### config.mk
export PLATFORM = sky130hd
export DESIGN_NAME = ypos_uart_tx_flat
export DESIGN_NICKNAME = d
export VERILOG_FILES = /design/src/rtl/pong_link_pkg.sv /design/src/rtl/ypos_uart_tx_if.sv /design/src/rtl/uart_baud_gen.sv /design/src/rtl/ypos_uart_tx.sv /design/src/flat_wrapper.sv
export SDC_FILE = /design/constraint.sdc
export NUM_CORES = 1
export LEC_CHECK = 0
export BUFFER_PORTS_ARGS = -buffer_cell sky130_fd_sc_hd__buf_4
export CORE_MARGIN = 2
export CORE_UTILIZATION = 42
export CTS_CLUSTER_DIAMETER = 100
export CTS_CLUSTER_SIZE = 8
export DETAILED_ROUTE_END_ITERATION = 8
export PLACE_DENSITY = 0.7
export REMOVE_ABC_BUFFERS = 1
export SLEW_MARGIN = 10
export SYNTH_ARGS = -nofsm -noshare
export SYNTH_HDL_FRONTEND = slang
export SYNTH_HIERARCHICAL = 1
export SYNTH_SLANG_ARGS = --single-unit
### constraint.sdc
create_clock -name clk -period 3.1 [get_ports clk]
set_clock_uncertainty 0.15 [all_clocks]
set_input_delay 0.775 -clock clk [delete_from_list [all_inputs] [get_ports clk]]
set_output_delay 0.775 -clock clk [all_outputs]
set_load 0.03 [all_outputs]
### src/rtl/pong_link_pkg.sv
// Shared pong board-link definitions: UART FSM states, byte header tags,
// default bit period and the frame byte builder used by tx and rx sides.
package pong_link_pkg;

    // 65 MHz pclk / 115200 baud
    localparam int unsigned CLKS_PER_BIT_DFLT = 564;

    // Header tags: first byte carries ypos[11:6], second ypos[5:0]
    localparam logic [1:0] HDR_HI = 2'b10;
    localparam logic [1:0] HDR_LO = 2'b01;

    typedef enum logic [1:0] {
        ST_IDLE,
        ST_START,
        ST_DATA,
        ST_STOP
    } uart_state_e;

    function automatic logic [7:0] frame_byte(
        input logic [11:0] y,
        input logic        sel
    );
        return sel ? {HDR_LO, y[5:0]}
                   : {HDR_HI, y[11:6]};
    endfunction

endpackage

### src/rtl/ypos_uart_tx_if.sv
// Paddle-position link bundle between top_ctl and the UART transmitter.
// master: drives ypos/send, sees tx/busy/done; slave: the transmitter.
interface ypos_uart_tx_if;

    logic [11:0] ypos;
    logic        send;
    logic        tx;
    logic        busy;
    logic        done;

    modport master (
        output ypos,
        output send,
        input  tx,
        input  busy,
        input  done
    );

    modport slave (
        input  ypos,
        input  send,
        output tx,
        output busy,
        output done
    );

endinterface

### src/rtl/uart_baud_gen.sv
// Bit-period counter: while i_en is high, o_tick marks the last cycle of
// every CLKS_PER_BIT-cycle bit. Ports: clk, rst_n, i_en, o_tick.
module uart_baud_gen
    import pong_link_pkg::*;
#(
    parameter int unsigned CLKS_PER_BIT = CLKS_PER_BIT_DFLT
) (
    input  logic clk,
    input  logic rst_n,
    input  logic i_en,
    output logic o_tick
);

    localparam int unsigned CNT_W =
        (CLKS_PER_BIT < 2) ? 1 : $clog2(CLKS_PER_BIT);
    localparam logic [CNT_W-1:0] LAST = CNT_W'(CLKS_PER_BIT - 1);

    if (CLKS_PER_BIT < 2) begin : g_bad_cpb
        $error("uart_baud_gen: CLKS_PER_BIT must be >= 2");
    end

    logic [CNT_W-1:0] r_cnt;

    assign o_tick = i_en && (r_cnt == LAST);

    // Held at zero while disabled so every bit starts a full period
    always_ff @(posedge clk or negedge rst_n) begin
        if (!rst_n) begin
            r_cnt <= '0;
        end else if (!i_en || o_tick) begin
            r_cnt <= '0;
        end else begin
            r_cnt <= r_cnt + CNT_W'(1);
        end
    end

endmodule

### src/rtl/ypos_uart_tx.sv
// Sends the local paddle ypos to the second board as two 8N1 bytes.
// Ports: clk, rst_n, bus (slave: ypos, send -> tx, busy, done).
module ypos_uart_tx
    import pong_link_pkg::*;
#(
    parameter int unsigned CLKS_PER_BIT = CLKS_PER_BIT_DFLT
) (
    input  logic           clk,
    input  logic           rst_n,
    ypos_uart_tx_if.slave  bus
);

    uart_state_e r_state, w_state_nxt;
    logic        r_byte, w_byte_nxt;
    logic [2:0]  r_bit, w_bit_nxt;
    logic [11:0] r_shadow, w_shadow_nxt;
    logic [11:0] r_pend_val, w_pend_val_nxt;
    logic        r_pend, w_pend_nxt;
    logic        r_tx, w_tx_nxt;
    logic        r_busy, w_busy_nxt;
    logic        r_done, w_done_nxt;
    logic        w_tick;
    logic        w_pend_any;
    logic [7:0]  w_cur_byte;

    uart_baud_gen #(
        .CLKS_PER_BIT (CLKS_PER_BIT)
    ) u_baud (
        .clk    (clk),
        .rst_n  (rst_n),
        .i_en   (r_state != ST_IDLE),
        .o_tick (w_tick)
    );

    assign w_cur_byte = frame_byte(r_shadow, r_byte);
    // A send arriving on the final stop cycle still counts as pending
    assign w_pend_any = r_pend | bus.send;

    always_comb begin
        w_state_nxt    = r_state;
        w_byte_nxt     = r_byte;
        w_bit_nxt      = r_bit;
        w_shadow_nxt   = r_shadow;
        w_pend_val_nxt = r_pend_val;
        w_pend_nxt     = r_pend;
        w_tx_nxt       = r_tx;
        w_busy_nxt     = r_busy;
        w_done_nxt     = 1'b0;

        if (bus.send && (r_state != ST_IDLE)) begin
            w_pend_nxt     = 1'b1;
            w_pend_val_nxt = bus.ypos;
        end

        unique case (r_state)
            ST_IDLE: begin
                w_tx_nxt   = 1'b1;
                w_busy_nxt = 1'b0;
                // A fresh send supersedes a queued value
                if (bus.send || r_pend) begin
                    w_shadow_nxt = bus.send ? bus.ypos : r_pend_val;
                    w_pend_nxt   = 1'b0;
                    w_state_nxt  = ST_START;
                    w_byte_nxt   = 1'b0;
                    w_bit_nxt    = 3'd0;
                    w_tx_nxt     = 1'b0;
                    w_busy_nxt   = 1'b1;
                end
            end
            ST_START: begin
                if (w_tick) begin
                    w_state_nxt = ST_DATA;
                    w_bit_nxt   = 3'd0;
                    w_tx_nxt    = w_cur_byte[0];
                end
            end
            ST_DATA: begin
                if (w_tick) begin
                    if (r_bit == 3'd7) begin
                        w_state_nxt = ST_STOP;
                        w_tx_nxt    = 1'b1;
                    end else begin
                        w_bit_nxt = r_bit + 3'd1;
                        w_tx_nxt  = w_cur_byte[r_bit + 3'd1];
                    end
                end
            end
            ST_STOP: begin
                if (w_tick) begin
                    if (!r_byte) begin
                        w_byte_nxt  = 1'b1;
                        w_state_nxt = ST_START;
                        w_tx_nxt    = 1'b0;
                    end else begin
                        // busy held through the idle cycle if more is queued
                        w_state_nxt = ST_IDLE;
                        w_done_nxt  = 1'b1;
                        w_tx_nxt    = 1'b1;
                        w_busy_nxt  = w_pend_any;
                    end
                end
            end
            default: begin
                w_state_nxt = ST_IDLE;
            end
        endcase
    end

    always_ff @(posedge clk or negedge rst_n) begin
        if (!rst_n) begin
            r_state    <= ST_IDLE;
            r_byte     <= 1'b0;
            r_bit      <= 3'd0;
            r_shadow   <= '0;
            r_pend_val <= '0;
            r_pend     <= 1'b0;
            r_tx       <= 1'b1;
            r_busy     <= 1'b0;
            r_done     <= 1'b0;
        end else begin
            r_state    <= w_state_nxt;
            r_byte     <= w_byte_nxt;
            r_bit      <= w_bit_nxt;
            r_shadow   <= w_shadow_nxt;
            r_pend_val <= w_pend_val_nxt;
            r_pend     <= w_pend_nxt;
            r_tx       <= w_tx_nxt;
            r_busy     <= w_busy_nxt;
            r_done     <= w_done_nxt;
        end
    end

    assign bus.tx   = r_tx;
    assign bus.busy = r_busy;
    assign bus.done = r_done;

endmodule
### src/flat_wrapper.sv
// flat-port wrapper written by rule: the top's interface ports become plain ports
module ypos_uart_tx_flat import pong_link_pkg::*;
#(
    parameter int unsigned CLKS_PER_BIT = CLKS_PER_BIT_DFLT
)
  (clk, rst_n, bus_ypos, bus_send, bus_tx, bus_busy, bus_done);
  ypos_uart_tx_if bus_i ();
  input  logic clk;
  input  logic rst_n;
  input wire logic [$bits(bus_i.ypos)-1:0] bus_ypos;
  input wire logic [$bits(bus_i.send)-1:0] bus_send;
  output wire logic [$bits(bus_i.tx)-1:0] bus_tx;
  output wire logic [$bits(bus_i.busy)-1:0] bus_busy;
  output wire logic [$bits(bus_i.done)-1:0] bus_done;
  assign bus_i.ypos = bus_ypos;
  assign bus_i.send = bus_send;
  assign bus_tx = bus_i.tx;
  assign bus_busy = bus_i.busy;
  assign bus_done = bus_i.done;
  ypos_uart_tx #(.CLKS_PER_BIT(CLKS_PER_BIT)) u_core (.clk(clk), .rst_n(rst_n), .bus(bus_i));
endmodule
# Yosys cells after proc, flatten, opt, wreduce, memory -nomap -nowiden

Index checks and enable logic that the tools add are counted.

Bits in read-only memories: 0
Output and inout bits: 3
Memories: 0
Flip-flop bits (word level): 44
Memory bits (writable): 0
Bits in latches: 0
Logic and storage cells: 77

Equal/unequal tests: 12
$add $sub $neg: 2
Shift operators: 0
Bitwise gates (word level): 1
Multiply operators: 0
Magnitude comparators: 1
Divide/modulo/power cells: 0
Multiplexer cells: 36
Reduce and logical (&&, ||, !) cells: 15

Operator list:

| kind                                                                         | number |
|---|---|
| 1-bit two-way mux                                                            | 18 |
| 12-bit two-way mux                                                           | 1 |
| 3-bit two-way mux                                                            | 4 |
| 10-bit by 1-bit adder with 10-bit output, second input constant              | 1 |
| 10-bit equality test, second input constant                                  | 1 |
| 10-bit two-way mux                                                           | 1 |
| 2-bit two-way mux                                                            | 5 |
| 5-bit AND reduction                                                          | 2 |
| 3-bit case mux with 3 select lines                                           | 1 |
| 3-bit AND reduction                                                          | 3 |
| 8-bit two-way mux                                                            | 1 |
| 2-bit != test, second input constant                                         | 4 |
| 2-bit case mux with 4 select lines                                           | 1 |
| 2-bit by 1-bit != test with 1-bit output, second input constant              | 3 |
| 2-bit equality test, second input constant                                   | 2 |
| 3-bit by 4-bit less-than comparator with 1-bit output, second input constant | 1 |
| 1-bit case mux with 2 select lines                                           | 2 |
| 1-bit case mux with 4 select lines                                           | 1 |
| 2-bit nonzero test                                                           | 2 |
| 3-bit by 1-bit adder with 3-bit output, second input constant                | 1 |
| 1-bit binary-select mux with 3-bit select                                    | 1 |
| 3-bit equality test, second input constant                                   | 1 |
| 3-bit nonzero test                                                           | 1 |
| 2-bit by 1-bit equality test with 1-bit output, second input constant        | 1 |
| 6 further kinds                                                              | 8 |

# Longest topological paths before layout

Depth in word-level cells: 6
Depth in mapped cells: 9
Gate-level depth less buffers: 9

# Modules after synthesis

Netlist, hierarchy kept.

By module, submodules not included:

| module        | area each (um^2) | times used | cells an instance |
|---|---|---|---|
| ypos_uart_tx  | 1691.6           | 1          | 148 |
| uart_baud_gen | 489.2            | 1          | 48 |

# Worst setup path before layout

Ideal clock, no wire load.

Path kind: register -> register
Start: reg u_core.r_state[0]
End: reg u_core.r_bit[0]
Slack: 0.601 ns
Buffers on the path: 0
Arrival: 2.225 ns
Setup time: 0.125 ns
Period minus slack after synthesis: 2.499 ns
Cell stages (with the launch flop): 10
Path through: dfrtp_1 > inv_1 > ha_1 > inv_1 > inv_1 > nor4_1 > inv_1 > o21ai_0 > nand3_1 > mux2_2

Cells in the longest elaborated chain, start to end: 4
Elaborated cells between the ends (all ways): 12
Those cells by class: 6 x eq/ne; 1 x mux; 5 x reduce/logical

RTL lines:

| item                            | line                | text |
|---|---|---|
| from (decl)                     | ypos_uart_tx.sv:13  | `uart_state_e r_state, w_state_nxt;` |
| from (signal assigned)          | ypos_uart_tx.sv:121 | `r_state <= w_state_nxt;` |
| 2-bit nonzero test *            | ypos_uart_tx.sv:31  | `.i_en (r_state != ST_IDLE),` |
| 1-bit logical AND *             | uart_baud_gen.sv:24 | `assign o_tick = i_en && (r_cnt == LAST);` |
| named net u_core.w_tick         | ypos_uart_tx.sv:22  | `logic w_tick;` |
| 2-bit != test (no line)         | n/a                 |  |
| 5-bit AND reduction (no line) * | n/a                 |  |
| to (signal assigned)            | ypos_uart_tx.sv:123 | `r_bit <= w_bit_nxt;` |
| to (decl)                       | ypos_uart_tx.sv:15  | `logic [2:0] r_bit, w_bit_nxt;` |

The timed path passes the listed nets; every way through them passes the cells marked *.
A chain may end at the register's enable or synchronous reset.

# Worst setup path in the final report

Same ends and word-level chain as after synthesis.

==> key figures <==
Status
  – Status: finished clean

Cells and area
  – Layout fillers: 479
  – Sequential cell area: 1102 um^2
  – Final Cell Area: 2515 um^2
  – Multi-input combinational cell area: 1011 um^2
  – Nets: around 240
  – Final Util: 0.4956
  – Non-Filler Instances: 287
  – Share of layout cells above drive strength 1: 0.2442
  – Area grow syn2layout: 15.32%
  – Number of diodes: 0

GRT
  – Antenna violations before repair: 0
  – Grt ovf: 0
  – Largest net degree at the start of global routing: 45
  – Vias in the first global route: 1403
  – Total track usage: 0.1380
  – First-pass GRT wire length: 6375 um

Clocking
  – Post-CTS resize count: 0
  – CTS clk-pin slew, worst paths: 80 ps
  – # hold bufs at CTS: 0
  – CTS Sinks: 44
  – Root buffer cell: clkbuf_8
  – Longest Clk Path Bufs: 2
  – Postcts setup bufs: 0
  – CTS tree: built
  – Clock Latency Late Sink: roughly 290 ps
  – CTS Buf Count: 5
  – H-tree depth: 2

Logic synthesis
  – Async set-reset flop share out of synthesis: 1.000
  – Top cell type's share of synthesized area: 0.4934
  – Most area-hungry cell type in the Yosys netlist: dfrtp_1
  – Synth Instances: approximately 200
  – Synth top area cells: dfrtp_1, mux2_2, mux2i_1, o21ai_0, ha_1
  – Synthesis Warnings: 6
  – Main synth FF type: dfrtp_1
  – Synth Register Bits: 44
  – Cell area after synthesis: 2181 um^2
  – Yosys cell types: 41
  – Sequential area share after synthesis: 0.5055
  – Post-synth EDFFs: 0
  – Mapped Avg Cell Area: 11.13 um^2

Floorplan
  – Initial Utilization: 0.4297
  – DIE HEIGHT: 76.06 um
  – Core Area: 5075 um^2
  – Row count: 26
  – Die Footprint: 5785 um^2
  – Die Width: between 70 and 80 um
  – Top Ports: 18

Power and ir drop
  – Pwr Total: 1.134 mW
  – PwrDens: 450.8 nW/um^2
  – Peak supply drop: 0.2286 mV
  – Leakage: between 1 and 1.5 nW

Route
  – Drt first pass iters: 4
  – WL final: 3726 um
  – DR vias/cell: 5.206
  – Residual DRC: 0
  – Post-DRT Antenna Nets: 0
  – 1st-iter DRT viols: 43
  – Via Count: 1494
  – WL/cell: 12.98 um

Worst setup path
  – Critical R2R Launch: u_core/r_state[0]
  – CP max FO: 8
  – Setup crit end kind: flop
  – R2r setup slk: ~650 ps
  – Startpoint class of the critical path: flop
  – Worst endpoint required time: 3130 ps
  – WS Path Type: reg2reg
  – CP arrival: 2480 ps
  – R2r endpoint: u_core/r_bit[0]
  – Worst r2r path cells: 10

Timing
  – Final worst path period share: 0.7915
  – Max frequency: 407.5 MHz
  – Slew HR: 0.6332
  – Slew Viols, Final: 0
  – PnR worst setup slack: roughly 650 ps
  – Final setup vio count: 0
  – Unrepaired setup endpoints after global routing: false
  – Hold violation total from the final report: 0
  – Total negative slack: 0 ps
  – Hold Worst Slack: 305.6 ps
  – Worst-margin pin slew: 550.2 ps
  – Min cycle time layout: about 2500 ps

Placement
  – Final GP Congestion: 0.7710
  – DP Worst Slack: 695.1 ps
  – Post-DP HPWL: 2549 um
  – Area after DPL: around 2400 um^2
  – Post-placement cell count: 279
  – IO buf count: 17

Run
  – Max-Cap Viols: 0

Min path
  – Worst hold path type: in2async
synthesized netlist by cell type (2+ instances only):
cell       n
xor2_1     3
o22ai_1    2
mux4_2     2
a21oi_1    9
o21ai_1    2
buf_2      3
nor2_1     9
nand4_1    2
dfrtp_1   43
ha_1       7
inv_1     10
mux2i_1   14
mux2_2    16
clkbuf_1   4
nor2b_1    2
nor3_1     2
nand2_1   15
or3_1      3
nand3_1    6
o21ai_0   21
layout make-up:
cell class,count,share of cell area
sequential,44,0.4383
multi-input combinational,135,0.4020
timing repair buffer,20,0.05970
clock buffer,7,0.03831
tap,70,0.03483
inverter,10,0.01493
clock inverter,1,0.01194
where the power goes:
part	switching, mW	total (mW)	leakage, nW	internal [mW]
logic	0.0294	0.0639	0.495	0.0346
clock network	0.189	0.473	0.0645	0.284
registers	0.00731	0.596	0.543	0.589
total	0.226	1.13	1.10	0.908
flip-flops by register name, summed over array words and instances, names as in the netlist:
| register | flops |
|---|---|
| u_core/r_pend_val | 12 |
| u_core/bus.tx | 1 |
| u_core/r_pend | 1 |
| u_core/r_bit | 3 |
| u_core/u_baud/r_cnt | 10 |
| u_core/r_shadow | 12 |
| u_core/bus.done | 1 |
| u_core/r_state | 2 |
| u_core/bus.busy | 1 |
| u_core/r_byte | 1 |
cells by family (layout without fill, tap and decap cells):
kind of cell | after synthesis | count (layout) | share of synthesized area
DFF | 44 | 44 | 0.5055
muxes | 32 | 32 | 0.1675
and+or+nand+nor | 48 | 48 | 0.1130
xor gates and xnor gates | 4 | 4 | 0.01607
adders and majority gates | 7 | 7 | 0.04016
buffers and inverters | 17 | 38 | 0.03098
AOI/OAI and AO/OA | 44 | 44 | 0.1268
layer usage:
metal  wire length, um  GRT usage
met1              1763     0.1763
met2              1818     0.2259
met3                69    0.03199
met4                74    0.06000
met5                 0          0
placed cells by master, fill, tap and decap left out, drive strengths merged, types with 4 or more instances in the layout:
cell	netlist	layout
mux2i	14	14
mux2	16	16
inv	10	10
buf	3	20
clkbuf	4	7
or3	4	4
o21ai	23	23
nand3	6	6
a21oi	9	9
dfrtp	43	43
nor2	9	9
ha	7	7
nand2	15	15
worst max path at each step:
stage          cells past startpoint              end               from
2_1_floorplan                      9  u_core/r_bit[0]  u_core/r_state[0]
3_3_place_gp                      10  u_core/r_bit[0]  u_core/r_state[0]
3_5_place_dp                      10  u_core/r_bit[0]  u_core/r_state[0]
4_1_cts                           10  u_core/r_bit[0]  u_core/r_state[0]
5_1_grt                            9  u_core/r_bit[0]  u_core/r_state[0]
6_report                          10  u_core/r_bit[0]  u_core/r_state[0]
worst max-delay path, cell delays in order, from the launching register on:
cell     delay (ps)
dfrtp_1         410
inv_1           100
ha_1            290
inv_1           180
inv_1            60
nor4_1          300
buf_4           200
inv_1            60
o21ai_0         150
nand3_1         150
mux2_2          300
No activity file was read; power rests on OpenSTA's default activity.
